## config.mk

```make
export PLATFORM = sky130hd
export DESIGN_NAME = md_unit
export DESIGN_NICKNAME = d
export VERILOG_FILES = /design/src/rtl/md_pkg.sv /design/src/rtl/md_sign_fix.sv /design/src/rtl/md_unit.sv
export SDC_FILE = /design/constraint.sdc
export NUM_CORES = 1
export LEC_CHECK = 0
export ABC_CLOCK_PERIOD_IN_PS = 3400
export CORE_MARGIN = 4
export CORE_UTILIZATION = 45
export DETAILED_ROUTE_END_ITERATION = 8
export DONT_BUFFER_PORTS = 1
export SYNTH_ARGS = -nofsm -noshare
export SYNTH_HDL_FRONTEND = slang
export SYNTH_SLANG_ARGS = --single-unit
```

## constraint.sdc

```tcl
create_clock -name clk -period 3.4 [get_ports clk]
set_input_delay 0.51 -clock clk [delete_from_list [all_inputs] [get_ports clk]]
set_output_delay 0.51 -clock clk [all_outputs]
set_load 0.02 [all_outputs]
```

## src/rtl/md_pkg.sv

```systemverilog
// ============================================================================
// Module      : md_pkg
// Description : Shared op encodings, FSM states and constants for md_unit.
// Revision    : 1.0 - initial release
// ============================================================================
`default_nettype none

package md_pkg;

  localparam int ITER = 32;

  localparam logic [1:0] MD_MULT  = 2'b00;
  localparam logic [1:0] MD_MULTU = 2'b01;
  localparam logic [1:0] MD_DIV   = 2'b10;
  localparam logic [1:0] MD_DIVU  = 2'b11;

  typedef enum logic [1:0] {
    IDLE = 2'd0,
    RUN  = 2'd1,
    FIX  = 2'd2,
    DONE = 2'd3
  } md_state_e;

endpackage

`default_nettype wire

```

## src/rtl/md_sign_fix.sv

```systemverilog
// ============================================================================
// Module      : md_sign_fix
// Description : Two's-complement sign correction of the raw unsigned result.
// Revision    : 1.0 - initial release
// ============================================================================
`default_nettype none

module md_sign_fix #(
  parameter int XLEN = 32
) (
  input  logic [2*XLEN-1:0] raw,
  input  logic              is_div,
  input  logic              q_neg,
  input  logic              r_neg,
  output logic [2*XLEN-1:0] fixed
);

  // Products negate as one 64-bit value; quotient and remainder negate independently.
  always_comb begin
    fixed = raw;
    if (is_div) begin
      fixed[2*XLEN-1:XLEN] = r_neg ? -raw[2*XLEN-1:XLEN] : raw[2*XLEN-1:XLEN];
      fixed[XLEN-1:0]      = q_neg ? -raw[XLEN-1:0]      : raw[XLEN-1:0];
    end else if (q_neg) begin
      fixed = -raw;
    end
  end

endmodule

`default_nettype wire

```

## src/rtl/md_unit.sv

```systemverilog
// ============================================================================
// Module      : md_unit
// Description : Iterative 34-cycle mult/multu/div/divu unit producing {hi, lo}.
// Revision    : 1.0 - initial release
// ============================================================================
`default_nettype none

module md_unit
  import md_pkg::*;
#(
  parameter int XLEN = 32,
  parameter int ITER = 32
) (
  input  logic            clk,
  input  logic            rst,
  input  logic            start,
  input  logic [1:0]      op,
  input  logic [XLEN-1:0] a,
  input  logic [XLEN-1:0] b,
  input  logic            flush,
  output logic            busy,
  output logic            done,
  output logic [XLEN-1:0] hi,
  output logic [XLEN-1:0] lo,
  output logic            div_by_zero
);

  md_state_e         r_state;
  md_state_e         w_next;
  logic [4:0]        r_cnt;
  logic [2*XLEN-1:0] r_acc;
  logic [2*XLEN-1:0] w_acc_step;
  logic [2*XLEN-1:0] w_fixed;
  logic [XLEN-1:0]   r_opnd;
  logic              r_is_div;
  logic              r_q_neg;
  logic              r_r_neg;
  logic              r_dz;
  logic              r_busy;
  logic              r_done;
  logic              r_dbz;
  logic [XLEN-1:0]   r_hi;
  logic [XLEN-1:0]   r_lo;

  logic              w_launch;
  logic              w_is_div;
  logic              w_signed;
  logic [XLEN-1:0]   w_a_abs;
  logic [XLEN-1:0]   w_b_abs;
  logic [XLEN:0]     w_sum;
  logic [XLEN:0]     w_diff;

  assign w_is_div = op[1];
  assign w_signed = ~op[0];
  assign w_a_abs  = (w_signed && a[XLEN-1]) ? -a : a;
  assign w_b_abs  = (w_signed && b[XLEN-1]) ? -b : b;
  assign w_launch = start && !flush && ((r_state == IDLE) || (r_state == DONE));

  // Multiply keeps the multiplier in the low half; divide keeps the dividend/quotient there.
  assign w_sum  = {1'b0, r_acc[2*XLEN-1:XLEN]} + {1'b0, r_opnd};
  assign w_diff = r_acc[2*XLEN-1:XLEN-1] - {1'b0, r_opnd};

  always_comb begin
    w_acc_step = r_acc;
    if (r_is_div) begin
      if (!w_diff[XLEN]) w_acc_step = {w_diff[XLEN-1:0], r_acc[XLEN-2:0], 1'b1};
      else               w_acc_step = {r_acc[2*XLEN-2:0], 1'b0};
    end else begin
      if (r_acc[0]) w_acc_step = {w_sum, r_acc[XLEN-1:1]};
      else          w_acc_step = {1'b0, r_acc[2*XLEN-1:1]};
    end
  end

  always_comb begin
    w_next = r_state;
    case (r_state)
      IDLE:    if (start) w_next = RUN;
      RUN:     if (r_cnt == 5'(ITER - 1)) w_next = FIX;
      FIX:     w_next = DONE;
      DONE:    w_next = start ? RUN : IDLE;
      default: w_next = IDLE;
    endcase
    if (flush) w_next = IDLE;
  end

  md_sign_fix #(.XLEN(XLEN)) u_sign_fix (
    .raw    (r_acc),
    .is_div (r_is_div),
    .q_neg  (r_q_neg),
    .r_neg  (r_r_neg),
    .fixed  (w_fixed)
  );

  always_ff @(posedge clk) begin
    if (rst) begin
      r_state  <= IDLE;
      r_cnt    <= '0;
      r_acc    <= '0;
      r_opnd   <= '0;
      r_is_div <= 1'b0;
      r_q_neg  <= 1'b0;
      r_r_neg  <= 1'b0;
      r_dz     <= 1'b0;
      r_busy   <= 1'b0;
      r_done   <= 1'b0;
      r_dbz    <= 1'b0;
      r_hi     <= '0;
      r_lo     <= '0;
    end else begin
      r_state <= w_next;
      r_busy  <= (w_next == RUN) || (w_next == FIX);
      r_done  <= (w_next == DONE);

      if (w_launch) begin
        r_cnt    <= '0;
        r_is_div <= w_is_div;
        r_q_neg  <= w_signed && (a[XLEN-1] ^ b[XLEN-1]);
        r_r_neg  <= w_signed && w_is_div && a[XLEN-1];
        r_dz     <= w_is_div && (b == '0);
        r_acc    <= {{XLEN{1'b0}}, (w_is_div ? w_a_abs : w_b_abs)};
        r_opnd   <= w_is_div ? w_b_abs : w_a_abs;
      end else if (r_state == RUN) begin
        r_acc <= w_acc_step;
        r_cnt <= r_cnt + 5'd1;
      end

      // Divide by zero leaves |a| in the remainder, so the sign fix restores the original a.
      if ((r_state == FIX) && !flush) begin
        r_hi  <= w_fixed[2*XLEN-1:XLEN];
        r_lo  <= r_dz ? {XLEN{1'b1}} : w_fixed[XLEN-1:0];
        r_dbz <= r_dz;
      end else if (r_state == DONE) begin
        r_dbz <= 1'b0;
      end
    end
  end

  assign busy        = r_busy;
  assign done        = r_done;
  assign hi          = r_hi;
  assign lo          = r_lo;
  assign div_by_zero = r_dbz;

endmodule

`default_nettype wire

```

## Yosys cells after proc, flatten, opt, wreduce, memory -nomap -nowiden

Cells that the tools add are included.

- Bits in registers: 174
- Output and inout bits: 67

- $add $sub $neg: 8
- Equal/unequal tests: 7
- Multiplexer cells: 21
- Bitwise logic cells: 2
- Reductions and logical operators: 17

Operators by type and width:

| kind | count |
|---|---|
| 64-bit 2-to-1 mux | 5 |
| 32-bit 2-to-1 mux | 9 |
| 32-bit negator | 4 |
| 64-bit negator | 1 |
| 32-bit by 32-bit adder with 33-bit output | 1 |
| 33-bit by 32-bit subtractor with 33-bit output | 1 |
| 32-bit logical NOT | 1 |
| 1-bit logical AND | 9 |
| 2-bit == test (second input constant) | 4 |
| 2-bit one-hot mux with 4 select lines | 1 |
| 2-bit 2-to-1 mux | 3 |
| 5-bit by 1-bit adder with 5-bit output (second input constant) | 1 |
| 5-bit == test (second input constant) | 1 |
| 2-bit by 1-bit == test with 1-bit output (second input constant) | 2 |
| 2-bit nonzero test | 2 |
| 1-bit 2-to-1 mux | 3 |
| 2-bit logical NOT | 1 |
| 1-bit logical OR | 2 |
| 2-bit OR reduction | 1 |
| 1-bit logical NOT | 1 |
| 1-bit inverter | 1 |
| 1-bit bitwise XOR | 1 |

## Longest topological paths before layout

- Depth after elaboration: 6
- Mapped depth: 14
- Gate-level depth less buffers: 12

## Cells and area by module

A second synthesis with hierarchy kept.

- Cell total of the unflattened synthesis: 2,048
- Area, all modules: 14,848.0 um2

By module, submodules not included:

| module | times used | cells an instance | area each (um2) | seq. area each (um2) |
|---|---|---|---|---|
| md_unit | 1 | 1,736 | 12,874.8 | 3,483.3 |
| md_sign_fix | 1 | 312 | 1,973.1 | 0.0 |

## Worst setup path after synthesis

Ideal clock, no wire load.

- Path kind: register to register
- Start: reg r_acc[31]
- End: reg r_acc[48]
- Arrival: 2.944 ns
- Slack: 0.330 ns
- Cell stages (with the launch flop): 14
- Cell sequence: dfxtp_1 -> inv_1 -> ha_1 -> fa_1 -> nand2b_1 -> a21oi_1 -> o221ai_1 -> a21oi_1 -> o21a_1 -> o21a_1 -> clkbuf_1 -> a21oi_1 -> a311oi_1 -> o21ai_0

- Word-level cells in the longest chain between the ends: 3

RTL lines:

| element | line | RTL |
|---|---|---|
| from (decl) | md_unit.sv:31 | `logic [2*XLEN-1:0] r_acc;` |
| from (signal assigned) | md_unit.sv:120 | `r_acc <= {{XLEN{1'b0}}, (w_is_div ? w_a_abs : w_b_abs)};` |
| from (signal assigned) | md_unit.sv:123 | `r_acc <= w_acc_step;` |
| 33-bit by 32-bit subtractor with 33-bit output | md_unit.sv:61 | `assign w_diff = r_acc[2*XLEN-1:XLEN-1] - {1'b0, r_opnd};` |
| 64-bit 2-to-1 mux | md_unit.sv:66 | `if (!w_diff[XLEN]) w_acc_step = {w_diff[XLEN-1:0], r_acc[XLEN-2:0], 1'b1};` |
| 64-bit 2-to-1 mux | md_unit.sv:65 | `if (r_is_div) begin` |

Every way passes these cells.
A chain may end at the register's enable or synchronous reset.

## Worst setup path after layout

- Start: reg r_opnd[27]
- End: reg r_acc[54]

- Word-level cells in the longest chain between the ends: 3

RTL lines:

| element | line | RTL |
|---|---|---|
| from (decl) | md_unit.sv:34 | `logic [XLEN-1:0] r_opnd;` |
| from (signal assigned) | md_unit.sv:121 | `r_opnd <= w_is_div ? w_b_abs : w_a_abs;` |
| 33-bit by 32-bit subtractor with 33-bit output | md_unit.sv:61 |  |
| 64-bit 2-to-1 mux | md_unit.sv:66 |  |
| 64-bit 2-to-1 mux | md_unit.sv:65 |  |

Every way passes these cells.

==> run summary <==
Layout Nets: 2138
Async set-reset flop share out of synthesis: 0
Setup TNS: 0 ns
# setup viols final: 0
Worst Path Max Fanout: 7
YS warnings: 0
Initial antenna violation count: 0
Comb pwr share: 0.323
Area Growth Syn to Fin: 11.2%
Cells along the critical path: inv_1, ha_2, a21o_1, o21bai_1, o211ai_1, a31oi_1, buf_4, or2_2, o21ai_1, buf_4, nor2_4, buf_12, buf_12, mux2i_1, a221oi_1
Chip width: 188 um
CTS clk-pin slew, worst paths: 0.08 ns
Routed Antenna Nets: 0
Seq cells post-synth: 174
Total gr overflow: 0
Syn_area_per_cell: 7.37 um2
Area occupied by registers: 3490 um2
GRT Overall Usage: 0.304
Num ports: 137
Clock sink total: 174
Leakage: 6.41 nW
Worst-margin pin slew: 1.19 ns
Number of port buffers: 0
DR DRC count: 0
H-tree level count: 4
Clock power frac: 0.323
Initial cell density of the core: 0.460
Internal: 4.01 mW
Worst Skew: 0.0153 ns
Die H: 188 um
CTS Root Cell: clkbuf_16
Cell total after placement: 2407
Max-cap check violation count: 0
Fraction of layout cells with a size suffix above 1: 0.102
Period utilization: 0.957
Status: complete, no violations
CP delay by family, top: compound AO/OA/AOI/OAI gates
Most frequent cells in the layout: 217 x a21oi_1, 199 x nand2_1, 171 x dfxtp_1
Later-pin clock latency in the skew report: 0.46 ns
Cell Count, Final, Fillers Out: 2439
NetSw: 2.27 mW
Slowest CP cell: ha_2
Global-route wire length before repair: 85.2 mm
Core area: 31800 um2
Worst Path Required: 3.76 ns
WL/cell: 22.9 um
Peak VDD IR: 0.401 mV
RSZ-0062 raised after global routing: no
Number of global-route vias before repair: 14000
CP Buf/Inv Count: 5
Tot Pwr: 6.27 mW
CTS max path bufs: 2
Slew Viols, Final: 0
TritonCTS clock tree: yes
Final Wtd Congestion: 0.980
Num rows: 65
Sequential area share after synthesis: 0.238
Final Hold Viols: 0
Post-synth top flop: dfxtp_1
Relative slew slack: 0.202
Post-CTS Setup Bufs: 0
Reg2Reg Setup Slack: 0.15 ns
DRT Pass-1 Iters: 5
Final HPWL DP: 44.3 mm
Filler Cell Count: 3169
Via count: 15200
Critical path endpoint category: flop
Most common cell after layout, fill and taps aside: a21oi_1
Initial DRC Count: 1376
Worst setup SP type: flop
Synthesized area: 14600 um2
Sw frac: 0.361
Syn Inst Count: 1985
Worst Path Arrival: 3.61 ns
Yosys cell types: 86
Syn nets: 2132
Critical path class: reg2reg
Sequential power share: 0.353
Multi-input logic area: 10400 um2
Total CTS buffers: 17
HP Class: in2reg
Pin count of the biggest net entering global routing: 98
Overall die area: 35500 um2
EDFF count, synth: 0
Max stage delay on crit path: 0.37 ns
Tmin final: 3.25 ns
Routed vias/inst: 6.21
PwrDens: 385 nW/um2
Diodes inserted: 0
Post-Route WL: 55.8 mm
Fmax: 307 MHz
-- synthesized netlist by cell type (25+ instances only) --
master	count	share of area
dfxtp_1	174	0.24
a21o_1	33	0.017
clkbuf_1	110	0.028
nor3_1	38	0.013
a211oi_1	44	0.023
mux2i_1	51	0.035
o211ai_1	61	0.031
nor2_1	169	0.043
nand2_1	199	0.051
o22ai_1	31	0.013
inv_1	65	0.017
a21oi_1	219	0.075
xor2_1	76	0.045
ha_1	75	0.064
nand2b_1	26	0.011
o21ai_0	156	0.053
o21a_1	25	0.013
xnor2_1	85	0.051
nand3_1	40	0.014
-- worst paths after layout --
kind / from / endpoint / cells past startpoint
max: r_opnd[27] / r_acc[54] / 15
min: rst / hi[0] / 1
max reg2reg: r_opnd[27] / r_acc[54] / 15
min reg2reg: r_acc[46] / r_acc[46] / 2
-- final cells by class --
| type | count | area share |
|---|---|---|
| multi-input cells | 1610 | 0.640 |
| flip-flops and latches | 174 | 0.214 |
| repair buffers | 123 | 0.0606 |
| well taps | 435 | 0.0334 |
| clock buffers | 21 | 0.0289 |
| inverters | 65 | 0.0150 |
| clock inverters | 11 | 0.00738 |
-- flip-flops by register name, indices dropped and copies added, names as in the netlist --
register     cells
r_is_div         1
lo              32
done             1
r_dz             1
busy             1
r_r_neg          1
div_by_zero      1
r_opnd          32
r_q_neg          1
r_cnt            5
r_acc           64
hi              32
r_state          2
-- power groups by stage --
stage / Clock [mW] / Sequential (mW) / Combinational [mW]
2_1_floorplan: 0 / 2.22 / 1.35
3_3_place_gp: 0 / 2.26 / 1.98
3_5_place_dp: 0 / 2.26 / 1.97
4_1_cts: 2.05 / 2.21 / 1.98
5_1_grt: 2.14 / 2.22 / 2.18
6_report: 2.03 / 2.22 / 2.03
-- routing by layer --
layer | global-route usage | share of wire
met3 | 0.0645 | 0.085
met2 | 0.475 | 0.44
met4 | 0.0916 | 0.030
met5 | 0 | 0
met1 | 0.421 | 0.44
-- cell families after synthesis --
logic type,Yosys count,synth area share
flip-flops,174,0.238
AND/OR/NAND/NOR,608,0.201
multiplexers,55,0.0380
XOR/XNOR,161,0.0964
AO/OA/AOI/OAI,709,0.306
adder cells (fa/ha/maj),77,0.0669
buffers and inverters,201,0.0534
-- metrics by stage --
stage	utilization	cell area (um2)	worst slack [ns]	hold slack, ns
6_report	0.512	16300	0.146	0.125
3_5_place_dp	0.492	15700	0.0411	0.488
4_1_cts	0.511	16300	0.0145	0.108
5_1_grt	0.512	16300	0.00527	0.101
2_1_floorplan	-	14600	0.330	0.449
3_3_place_gp	0.492	15700	0.124	0.472
-- timing repair --
action                                 in CTS  in global routing
hold buffers                                0                  0
endpoints found under the hold margin       0                  0
setup endpoints to repair                   0                 24
gates resized for setup                     0                  9
Power figures use the tool's default switching activity.
==> variant 1 (same settings) <==
Encoding of `md_state_e`: now one-hot (4 bits for 4 states).
--- a/src/rtl/md_pkg.sv
+++ b/src/rtl/md_pkg.sv
@@ -15,9 +15,9 @@
   localparam logic [1:0] MD_DIVU  = 2'b11;
 
-  typedef enum logic [1:0] {
-    IDLE = 2'd0,
-    RUN  = 2'd1,
-    FIX  = 2'd2,
-    DONE = 2'd3
+  typedef enum logic [3:0] {
+    IDLE = 4'b0001,
+    RUN  = 4'b0010,
+    FIX  = 4'b0100,
+    DONE = 4'b1000
   } md_state_e;
 
Behaviour: same outputs for any inputs over 10 cycles, from zero or initial values and one cycle with rst high; not proved beyond that.
==> variant 1 against the unedited design <==
The run now ends with setup timing left; routed wire length is 6.7% lower; via count decreased by 0.94%; synthesized area is 1.2% lower; count of clock-buffer cells in the layout fell by 3; utilization up 0.72 points; setup slack worse by 0.17 ns; power fell by 11%; clock power is essentially flat; cell area is 0.89% higher; synthesized cell count did not move; first-iteration DRC count increased by 2.0%; sequential cell count rose by 2.
==> variant 1: results (changes against the unedited design) <==
Setup path
  • Largest fanout on the critical path: 6 (was 7)
  • Crit path max-delay family: simple AND/OR/NAND/NOR gates (was compound AO/OA/AOI/OAI gates)
  • Crit path arrival time: 3.80 ns (was 3.61 ns)

Synthesis
  • Sequential-to-total area share from yosys stat: 24.37% (was 23.81%)
  • Number of synthesized register bits: 176 (was 174)
  • Top post-synthesis cells by area: dfxtp_1, a21oi_1, ha_1 (unchanged)
  • Synth Area in Compound Gates: 27.65% (was 30.64%)
  • Synth cell count leaders: nand2_1, a21oi_1, nor2_1, dfxtp_1, clkbuf_1 (was a21oi_1, nand2_1, dfxtp_1, nor2_1, o21ai_0)
  • Post-Synth Adder-Cell Area: 6.334% (was 6.687%)
  • Xor/xnor share of the synthesized area: 10.42% (was 9.637%)
  • Synthesized Nets: 2,127 (was 2,132)

Drt
  • WL met2: 22.20 mm (was 24.82 mm)
  • Vias: 15,010 (was 15,152)
  • Initial DRC count: 1,404 (was 1,376)

Global route
  • First-pass GRT wire length: 79.89 mm (was 85.15 mm)
  • Met1 Usage GRT: 39.90% (was 42.14%)
  • Met3 usage: 4.703% (was 6.447%)
  • Largest net degree at the start of global routing: 134 (was 98)
  • M2 GR Usage: 43.48% (was 47.51%)
  • Total global-route track usage: 28.39% (was 30.36%)

Finish
  • Fin util: 51.91% (was 51.19%)
  • Share of post-route cells with drive strength above 1: 12.37% (was 10.18%)
  • Number of non-clock buffers: 152 (was 123)
  • Layout non-clock buf frac: 7.611% (was 6.057%)
  • Layout fillers: 3,184 (was 3,169)
  • Invs w/o clock: 63 (was 65)
  • Seq. cell area: 0.003530 sq mm (was 0.003490 sq mm)
  • Layout clock buffers: 18 (was 21)

STA
  • PnR worst setup slack: -0.01974 ns (was 0.1458 ns)
  • Final setup violation count: 2 (was 0)
  • Worst Skew: 0.01598 ns (was 0.01533 ns)

Placed design
  • DP Worst Slack: -0.06282 ns (was 0.04113 ns)
  • Final Wtd Congestion: 0.9900 (was 0.9803)
  • Dpl hpwl: 39.55 mm (was 44.32 mm)

Power
  • LEAKAGE: 0.006441 uW (was 0.006413 uW)
  • Max IR drop VDD: 381.2 uV (was 400.8 uV)

Status
  • Status: finished, violations left (was finished, final reports clean)
  • Failing checks: setup timing

Min path
  • Hold endpoint: r_opnd[18] (was hi[0])

CTS
  • Post-CTS sizing: 4 (was 0)
[variant 1: changes by cell type in the layout (fill, tap and decap cells not counted), moves of 9 or more]
cell,delta
nand3_1,-18
and2_1,-9
nor2_1,+33
a211oi_1,+29
buf_4,+25
nor3_1,+23
a22o_1,+9
xnor2_1,+14
o21ai_0,-57
o22ai_1,-21
o21a_1,-16
nand2_1,+24
[variant 1: where the power goes]
group | internal (uW) | leakage [uW] | total (uW) | switching (uW)
registers | 2110 | 0.00143 | 2190 | 78.0
logic | 585 | 0.00473 | 1380 | 798
clock network | 996 | 0.000285 | 2030 | 1030
total | 3690 | 0.00644 | 5600 | 1910
[variant 1: per-stage QoR]
| step | setup TNS (ns) | cells |
|---|---|---|
| global route | -0.4958 | 2431 |
| finish | -0.03140 | 2431 |
| floorplan | 0 | 1985 |
| global placement | -0.06909 | 2392 |
| CTS | -0.01686 | 2424 |
| detailed placement | -0.1219 | 2392 |
==> variant 2 (same settings) <==
Without the edit above. `XLEN` is set to 32 in 2 places; all go to 40.
--- a/src/rtl/md_sign_fix.sv
+++ b/src/rtl/md_sign_fix.sv
@@ -7,5 +7,5 @@
 
 module md_sign_fix #(
-  parameter int XLEN = 32
+  parameter int XLEN = 40
 ) (
   input  logic [2*XLEN-1:0] raw,
--- a/src/rtl/md_unit.sv
+++ b/src/rtl/md_unit.sv
@@ -9,5 +9,5 @@
   import md_pkg::*;
 #(
-  parameter int XLEN = 32,
+  parameter int XLEN = 40,
   parameter int ITER = 32
 ) (
Interface: changed (resized a, b, hi and lo); port bits go from 137 to 169. The function was not compared with the original's and may differ.
==> variant 2 against the unedited design <==
Sequential cell count increased by 40; cell area increased by 30%; routed wire length increased by 20%; via count increased by 25%; setup slack got worse by 0.090 ns; sequential power increased by 22%; power increased by 36%; synthesized cell count increased by 24%; sequential share of layout area decreased by 1.1 points; synthesized area increased by 24%; critical path type unchanged; critical endpoint is now hi[39]; largest cell class unchanged.
==> variant 2: results (changes against the unedited design) <==
Synthesis
  • Asr flop ratio synth: 0% (unchanged)
  • Synth cell count leaders: nand2_1, a21oi_1, nor2_1, dfxtp_1, o21ai_0 (was a21oi_1, nand2_1, dfxtp_1, nor2_1, o21ai_0)
  • Sequential-to-total area share from yosys stat: 23.62% (was 23.81%)
  • Top post-synthesis cells by area: dfxtp_1, a21oi_1, xnor2_1 (was dfxtp_1, a21oi_1, ha_1)
  • Synth Area in Compound Gates: 28.83% (was 30.64%)
  • Synthesized Nets: 2,648 (was 2,132)
  • Post-synthesis mux area share: 4.325% (was 3.797%)
  • Post-Synth Adder-Cell Area: 6.498% (was 6.687%)
  • Netlist cell types: 85 (was 86)
  • Xor/xnor share of the synthesized area: 10.38% (was 9.637%)

Placed design
  • Final Wtd Congestion: 0.9694 (was 0.9803)
  • I/O Buffers: 0 (unchanged)
  • Dpl hpwl: 51.08 mm (was 44.32 mm)

Setup path
  • Worst r2r path cells: 10 (was 15)
  • Critical R2R Capture: hi[39] (was r_acc[54])
  • Reg2reg start: r_acc[8] (was r_opnd[27])
  • Crit path arrival time: 3.84 ns (was 3.61 ns)
  • FF-to-FF setup slack: 0.06 ns (was 0.15 ns)
  • Largest fanout on the critical path: 7 (unchanged)

STA
  • Worst Skew: 0.01414 ns (was 0.01533 ns)
  • Slew at the pin closest to its max-slew limit: 0.9136 ns (was 1.193 ns)

CTS
  • # H-tree levels: 1 (was 4)
  • Worst-Skew Late Latency: 0.58 ns (was 0.46 ns)
  • Cts bufs inserted: 27 (was 17)
  • Longest Clk Path Bufs: 3 (was 2)
  • Clk slew on worst S/H paths: 0.07 ns

Finish
  • Share of post-route cells with drive strength above 1: 15.15% (was 10.18%)
  • Diode count: 0 (unchanged)
  • Layout fillers: 3,958 (was 3,169)
  • Largest Register: r_acc (unchanged)
  • Layout Nets: 2,733 (was 2,138)
  • Max FFs per register: 80 (was 64)

Status
  • Status: finished, final reports clean (unchanged)

Global route
  • Largest net degree at the start of global routing: 153 (was 98)
  • First-pass GRT wire length: 102.0 mm (was 85.15 mm)
  • Met3 usage: 4.219% (was 6.447%)
  • Met1 Usage GRT: 39.07% (was 42.14%)
  • Total global-route track usage: 28.67% (was 30.36%)
  • Vias in the first global route: 17,734 (was 14,047)
  • Initial antenna violation count: 1 (was 0)
  • M2 GR Usage: 47.04% (was 47.51%)

Power
  • Clk pwr share: 37.7% (was 32.3%)
  • Gate power share: 30.8% (was 32.3%)
  • Max IR drop VDD: 335.0 uV (was 400.8 uV)
  • Net Sw Frac: 33.67% (was 36.14%)
  • Total power: 8547 uW (was 6273 uW)
  • LEAKAGE: 0.008284 uW (was 0.006413 uW)

Drt
  • Initial DRT Pass Iterations: 5 (unchanged)
  • WL final: 66.84 mm (was 55.82 mm)
  • Initial DRC count: 1,403 (was 1,376)
  • Vias: 18,867 (was 15,152)

Min path
  • Hold endpoint: r_opnd[31] (was hi[0])
variant 2: layout make-up:
type | count | share of cell area (%)
Clock inverter | 17 | 1.102
Timing Repair Buffer | 235 | 8.873
Clock buffer | 33 | 3.550
Multi-Input combinational cell | 1997 | 61.63
Inverter | 79 | 1.405
Sequential cell | 214 | 20.33
Tap cell | 525 | 3.112
variant 2: worst max-delay path by stage:
stage	startpoint	to	cells past startpoint
CTS	r_acc[39]	r_acc[48]	16
global route	r_opnd[0]	r_acc[59]	14
finish	r_acc[8]	hi[39]	10
floorplan	r_acc[39]	r_acc[48]	15
detailed placement	b[12]	r_acc[39]	13
global placement	b[12]	r_acc[39]	13
variant 2: layer usage:
metal,part of all wire [%],up-vias
met1,44,9053
met2,46,594
met5,0.010,-
li1,-,9104
met4,3.2,2
met3,6.2,114
variant 2: repair_timing:
item	4_1_cts	5_1_grt
setup buffers	3	8
setup endpoints to repair	35	49
hold endpoints to repair	7	0
hold buffers	1	0
gates cloned	0	3
gates resized for setup	7	42
pin swaps	2	15
variant 2: through the flow:
stage	setup WS [ns]	hold WS (ns)	utilization (%)	instances	instance area, sq um
after CTS	0.004033	0.001041	52.23	3089	20800
after global placement	-0.5839	0.4628	49.57	3035	19740
after floorplan	0.03277	0.4486	-	2469	18140
after global routing	-0.09183	0.006054	53.01	3100	21110
final	0.05535	0.003817	53.01	3100	21110
after detailed placement	-0.5886	0.4725	49.57	3035	19740
variant 2: critical path: stages (launching register included):
cell      delay (ns)
dfxtp_1         0.31
or4_4           0.58
nor4_4          0.35
nand4_4         0.18
or2_4           0.31
or4_4           0.53
nand2_4         0.17
o21ai_2         0.15
o41ai_4         0.32
xor2_1          0.12
a211oi_1        0.24
